==> config.mk <==
export PLATFORM = sky130hd
export DESIGN_NAME = stopwatch_ctrl
export DESIGN_NICKNAME = d
export VERILOG_FILES = /design/src/rtl/stopwatch_ctrl.sv
export SDC_FILE = /design/constraint.sdc
export NUM_CORES = 1
export LEC_CHECK = 0
export ABC_AREA = 0
export CAP_MARGIN = 10
export CORE_AREA = 2 2 67 69
export DETAILED_ROUTE_END_ITERATION = 12
export DIE_AREA = 0 0 69 71
export GPL_TIMING_DRIVEN = 0
export PLACE_DENSITY = 0.71
export REMOVE_ABC_BUFFERS = 1
export SETUP_SLACK_MARGIN = 0.05
export SYNTH_ARGS = -nofsm -noshare
export SYNTH_HDL_FRONTEND = slang
export SYNTH_SLANG_ARGS = --single-unit
==> constraint.sdc <==
create_clock -name clk -period 5.4 [get_ports clk]
set_clock_uncertainty 0.05 [all_clocks]
set_input_delay 0.54 -clock clk [delete_from_list [all_inputs] [get_ports clk]]
set_output_delay 0.54 -clock clk [all_outputs]
set_load 0.1 [all_outputs]
==> src/rtl/stopwatch_ctrl.sv <==
// stopwatch_ctrl - run/stop/lap sequencer for the tenth-second stopwatch.
// Turns the raw start/stop and lap/reset buttons into one-cycle presses.
// Runs the four-state control FSM and the 0.1 s prescaler.
// Drives the registered tick / clr / hold / state outputs to the datapath.
// Optional feature: define STOPWATCH_CTRL_DEBOUNCE_EN to insert a
// DEBOUNCE_CYCLES stable-level debouncer behind each button synchronizer.
// Without it the debounced level is the synchronizer output.
module stopwatch_ctrl #(
  parameter int CLK_FREQ_HZ     = 50000000,
  parameter int TICK_HZ         = 10,
  parameter int DEBOUNCE_CYCLES = 1000000
) (
  input  logic       clk,
  input  logic       reset,
  input  logic       btn_ss,
  input  logic       btn_lr,
  input  logic       cnt_max,
  output logic       tick,
  output logic       clr,
  output logic       hold,
  output logic [1:0] state
);

  localparam int DIV = CLK_FREQ_HZ / TICK_HZ;
  localparam int PW  = $clog2(DIV);
  localparam logic [PW-1:0] PRE_LAST = PW'(DIV - 1);
  localparam logic [PW-1:0] PRE_ONE  = PW'(1);

  typedef enum logic [1:0] {
    S_IDLE = 2'b00,
    S_RUN  = 2'b01,
    S_LAP  = 2'b10,
    S_STOP = 2'b11
  } state_t;

  // Bit 0 carries the start/stop button, bit 1 the lap/reset button.
  logic [1:0]    sync1_r;
  logic [1:0]    sync2_r;
  logic [1:0]    db_s;
  logic [1:0]    prev_r;
  logic [1:0]    press_s;
  logic          ss_s;
  logic          lr_s;

  state_t        state_r;
  state_t        state_nx_s;
  logic [PW-1:0] pre_r;
  logic [PW-1:0] pre_nx_s;
  logic          tick_r;
  logic          tick_nx_s;
  logic          clr_r;
  logic          clr_nx_s;
  logic          hold_r;
  logic          active_s;
  logic          wrap_s;

  // Two-flop synchronizer bringing both raw buttons into the clk domain
  always_ff @(posedge clk or negedge reset) begin
    if (!reset) begin
      sync1_r <= 2'b00;
      sync2_r <= 2'b00;
    end else begin
      sync1_r <= {btn_lr, btn_ss};
      sync2_r <= sync1_r;
    end
  end

`ifdef STOPWATCH_CTRL_DEBOUNCE_EN
  localparam int DW = (DEBOUNCE_CYCLES > 1) ? $clog2(DEBOUNCE_CYCLES) : 1;
  localparam logic [DW-1:0] DB_LAST = DW'(DEBOUNCE_CYCLES - 1);
  localparam logic [DW-1:0] DB_ONE  = DW'(1);

  logic [1:0]    db_r;
  logic [DW-1:0] db_cnt_r [2];

  // Debouncer: adopt the synchronized level only after it has differed for
  // DEBOUNCE_CYCLES consecutive cycles; any agreeing sample restarts the count
  always_ff @(posedge clk or negedge reset) begin
    if (!reset) begin
      db_r        <= 2'b00;
      db_cnt_r[0] <= {DW{1'b0}};
      db_cnt_r[1] <= {DW{1'b0}};
    end else begin
      for (int i = 0; i < 2; i++) begin
        if (sync2_r[i] == db_r[i]) begin
          db_cnt_r[i] <= {DW{1'b0}};
        end else if (db_cnt_r[i] == DB_LAST) begin
          db_r[i]     <= sync2_r[i];
          db_cnt_r[i] <= {DW{1'b0}};
        end else begin
          db_cnt_r[i] <= db_cnt_r[i] + DB_ONE;
        end
      end
    end
  end

  assign db_s = db_r;
`else
  assign db_s = sync2_r;
`endif

  // Edge-detector history: a press is the debounced level rising
  always_ff @(posedge clk or negedge reset) begin
    if (!reset) begin
      prev_r <= 2'b00;
    end else begin
      prev_r <= db_s;
    end
  end

  assign press_s  = db_s & ~prev_r;
  assign ss_s     = press_s[0];
  assign lr_s     = press_s[1];
  assign active_s = (state_r == S_RUN) || (state_r == S_LAP);
  assign wrap_s   = active_s && (pre_r == PRE_LAST);

  // Next-state, prescaler and pulse decode; overflow beats any press, ss beats lr
  always_comb begin
    state_nx_s = state_r;
    pre_nx_s   = pre_r;
    tick_nx_s  = 1'b0;
    clr_nx_s   = 1'b0;

    if (active_s) begin
      if (wrap_s) begin
        pre_nx_s = {PW{1'b0}};
      end else begin
        pre_nx_s = pre_r + PRE_ONE;
      end
    end else if (state_r == S_IDLE) begin
      pre_nx_s = {PW{1'b0}};
    end else begin
      pre_nx_s = pre_r;
    end

    if (wrap_s && cnt_max) begin
      state_nx_s = S_STOP;
    end else begin
      tick_nx_s = wrap_s;
      case (state_r)
        S_IDLE: begin
          if (ss_s) begin
            state_nx_s = S_RUN;
          end else if (lr_s) begin
            state_nx_s = S_IDLE;
            clr_nx_s   = 1'b1;
          end else begin
            state_nx_s = S_IDLE;
          end
        end
        S_RUN: begin
          if (ss_s) begin
            state_nx_s = S_STOP;
          end else if (lr_s) begin
            state_nx_s = S_LAP;
          end else begin
            state_nx_s = S_RUN;
          end
        end
        S_LAP: begin
          if (ss_s) begin
            state_nx_s = S_STOP;
          end else if (lr_s) begin
            state_nx_s = S_RUN;
          end else begin
            state_nx_s = S_LAP;
          end
        end
        S_STOP: begin
          if (ss_s) begin
            state_nx_s = S_RUN;
          end else if (lr_s) begin
            state_nx_s = S_IDLE;
            clr_nx_s   = 1'b1;
          end else begin
            state_nx_s = S_STOP;
          end
        end
        default: begin
          state_nx_s = S_IDLE;
        end
      endcase
    end
  end

  // State, prescaler and output registers; hold is decoded from the next state
  always_ff @(posedge clk or negedge reset) begin
    if (!reset) begin
      state_r <= S_IDLE;
      pre_r   <= {PW{1'b0}};
      tick_r  <= 1'b0;
      clr_r   <= 1'b0;
      hold_r  <= 1'b0;
    end else begin
      state_r <= state_nx_s;
      pre_r   <= pre_nx_s;
      tick_r  <= tick_nx_s;
      clr_r   <= clr_nx_s;
      hold_r  <= (state_nx_s == S_LAP);
    end
  end

  assign tick  = tick_r;
  assign clr   = clr_r;
  assign hold  = hold_r;
  assign state = state_r;

endmodule

==> reports/metrics.yaml <==
postCtsHoldBufs: 0
fin_util_pct: 49.4
dieHeight_um: 71
first_pass_iters: 4
synth-warning-count: 0
routed_via_density: 5.63
path_cells: "inv_1 -> ha_1 -> or4bb_1 -> nor4_2 -> a41o_1 -> nor2_1 -> a221o_1"
syn2layout_area_growth_pct: 14.4
cts_tree: "built"
ys_types: 37
worst_path_max_delay_cell: "a41o_1"
clkSinkCount: 34
fin_crit_sh_pct: 51.9
hold_path.class: "input pin to asynchronous set/reset pin"
dp_slack_ns: 2.55
clk_pin_slew_ns: 0.07
syn_avg_cell_area_um2: 9.32
worstPathMaxFanout: 12
fin_ws_ns: 2.60
fmax_mhz: 357
grt_overflow: 0
fin_area_um2: 2080
synth_top_area_share_pct: 46.8
synth-main-ff-cell: "dfrtp_1"
std_cell_rows: 24
first_global_vias: 1302
leakagePower_nw: 0.893
yosys_register_bits: 34
ant_nets: 0
gp_congestion: 0.740
synth_area_leaders: "dfrtp_1, nand2_1, nor2_1"
yosys.area.top_type: "dfrtp_1"
p_total_uw: 881
synth_area_um2: 1820
cts.repair.resized: 0
crit_path_end_kind: "flop"
syn_inst: 195
postCtsSetupRepairBufs: 0
wl_per_cell_um: 14.2
finalMaxSlewViolations: 0
rsz0062_at_grt: "no"
synth_edf_count: 0
htree_num_levels: 2
worst_pin_slew_ns: 0.970
antenna_found_initial: 0
crit_required_ns: 5.52
diodes: 0
dr_total_vias: 1447
track_usage_pct: 15.7
setup_viol: 0
fin_nets: 214
start_kind: "flop"
max_slew_margin_pct: 34.5
finalSetupTns_ns: 0
startpoint: "state[0]$_DFF_PN0_"
coreArea_um2: 4200
cts_buffers: 5
port_buffers: 9
power-per-cell-area_nw_per_um2: 424
status: "complete, no violations"
final_cell_mix: "dfrtp_1, nand2_1, nor2_1, o21ai_0, nand3_1"
finalNonFillerCells: 257
place_inst: 248
synth_seq_area_share_pct: 46.8
io-pin-count: 10
die_width_um: 69
async_reset_ff_share_pct: 100
crit_type: "flop to flop"
worstPathArrival_ns: 2.92
cap_violations: 0
vdd_drop_max_v: 0.000173
grt_max_degree: 37
dieArea_um2: 4900
root_buffer: "clkbuf_8"
layout_commonest_cell: "dfrtp_1"
initial_utilization_pct: 43.2
drt_iter0_drc: 80
cpPeakStageDelay_ns: 0.52
drt-total-wl_um: 3650
worstReg2RegStart: "state[0]$_DFF_PN0_"
hold_violations: 0
drc_errors: 0
clk_path_buf_depth: 2
timing.final.crit_period_ns: 2.80
placed_area_um2: 1930
drive_gt1_share_pct: 5.85
grt_pass1_wl_um: 6110
whs_ns: 0.267
insertion_delay_ns: 0.29
dpl.hpwl_um: 2350
## synthesized netlist by cell type (2+ instances only)
library cell and count:
a21o_1 3, a21oi_1 4, a221o_1 3, a22o_1 8, and3_1 6, and4_1 4, clkbuf_1 5, dfrtp_1 34
ha_1 5, inv_1 7, mux2i_1 6, nand2_1 25, nand2b_1 3, nand3_1 10, nand4_1 2, nor2_1 24
nor2b_1 2, nor3_1 7, nor4_1 2, nor4_2 2, o21ai_0 12, o21bai_1 4, o22ai_1 2, or4bb_1 2
## cell families after synthesis
kind of cell	count (synthesis)	synth area share (%)
flip-flops	34	46.8
buffers and inverters	15	3.72
AND/OR/NAND/NOR	93	26.2
adder cells (fa/ha/maj)	5	3.44
multiplexers	6	3.31
AO/OA/AOI/OAI	42	16.5
## area by class of cell
cell class / count / area (um2)
well taps: 52 / 65.1
fillers: 391 / 2130
inverters: 7 / 26.3
clock inverters: 3 / 68.8
clock buffers: 5 / 68.8
multi-input cells: 146 / 898
flip-flops and latches: 34 / 851
repair buffers: 10 / 100
## worst max-delay path, delay by kind of cell (launching register included)
kind / cells / cell delay [ns]
and+or+nand+nor: 3 / 0.96
AOI/OAI and AO/OA: 2 / 0.88
DFF: 1 / 0.39
adders and majority gates: 1 / 0.32
buffers and inverters: 1 / 0.08
## routing by layer
layer / GRT usage, % / wire (um) / vias to the layer above
met3: 3.13 / 151 / 4
met1: 20.6 / 1730 / 686
li1: - / - / 727
met5: 0 / 0 / -
met2: 25.0 / 1720 / 30
met4: 7.84 / 42 / 0
## final timing paths
path | end | slack (ns) | cells past startpoint
setup / recovery | pre_r[15]$_DFFE_PN0P_ | 2.60 | 7
hold / removal | prev_r[0]$_DFF_PN0_ | 0.27 | 1
setup reg to reg | pre_r[15]$_DFFE_PN0P_ | 2.60 | 7
hold reg to reg | db_s[0]$_DFF_PN0_ | 0.30 | 0
max in group asynchronous | pre_r[17]$_DFFE_PN0P_ | 4.55 | 1
min in group clk | db_s[0]$_DFF_PN0_ | 0.30 | 0
## sequential cells by signal (all words and copies together) (netlist names)
register	count
state	2
prev_r	2
clr	1
hold	1
sync1_r	2
pre_r	23
db_s	2
tick	1
## report_power, final
group | leakage [nW] | total (mW) | internal [mW] | switching [mW]
logic | 0.366 | 0.314 | 0.0922 | 0.222
clock network | 0.0683 | 0.282 | 0.185 | 0.0970
registers | 0.458 | 0.285 | 0.272 | 0.0132
(Power assumes the default switching activity.)
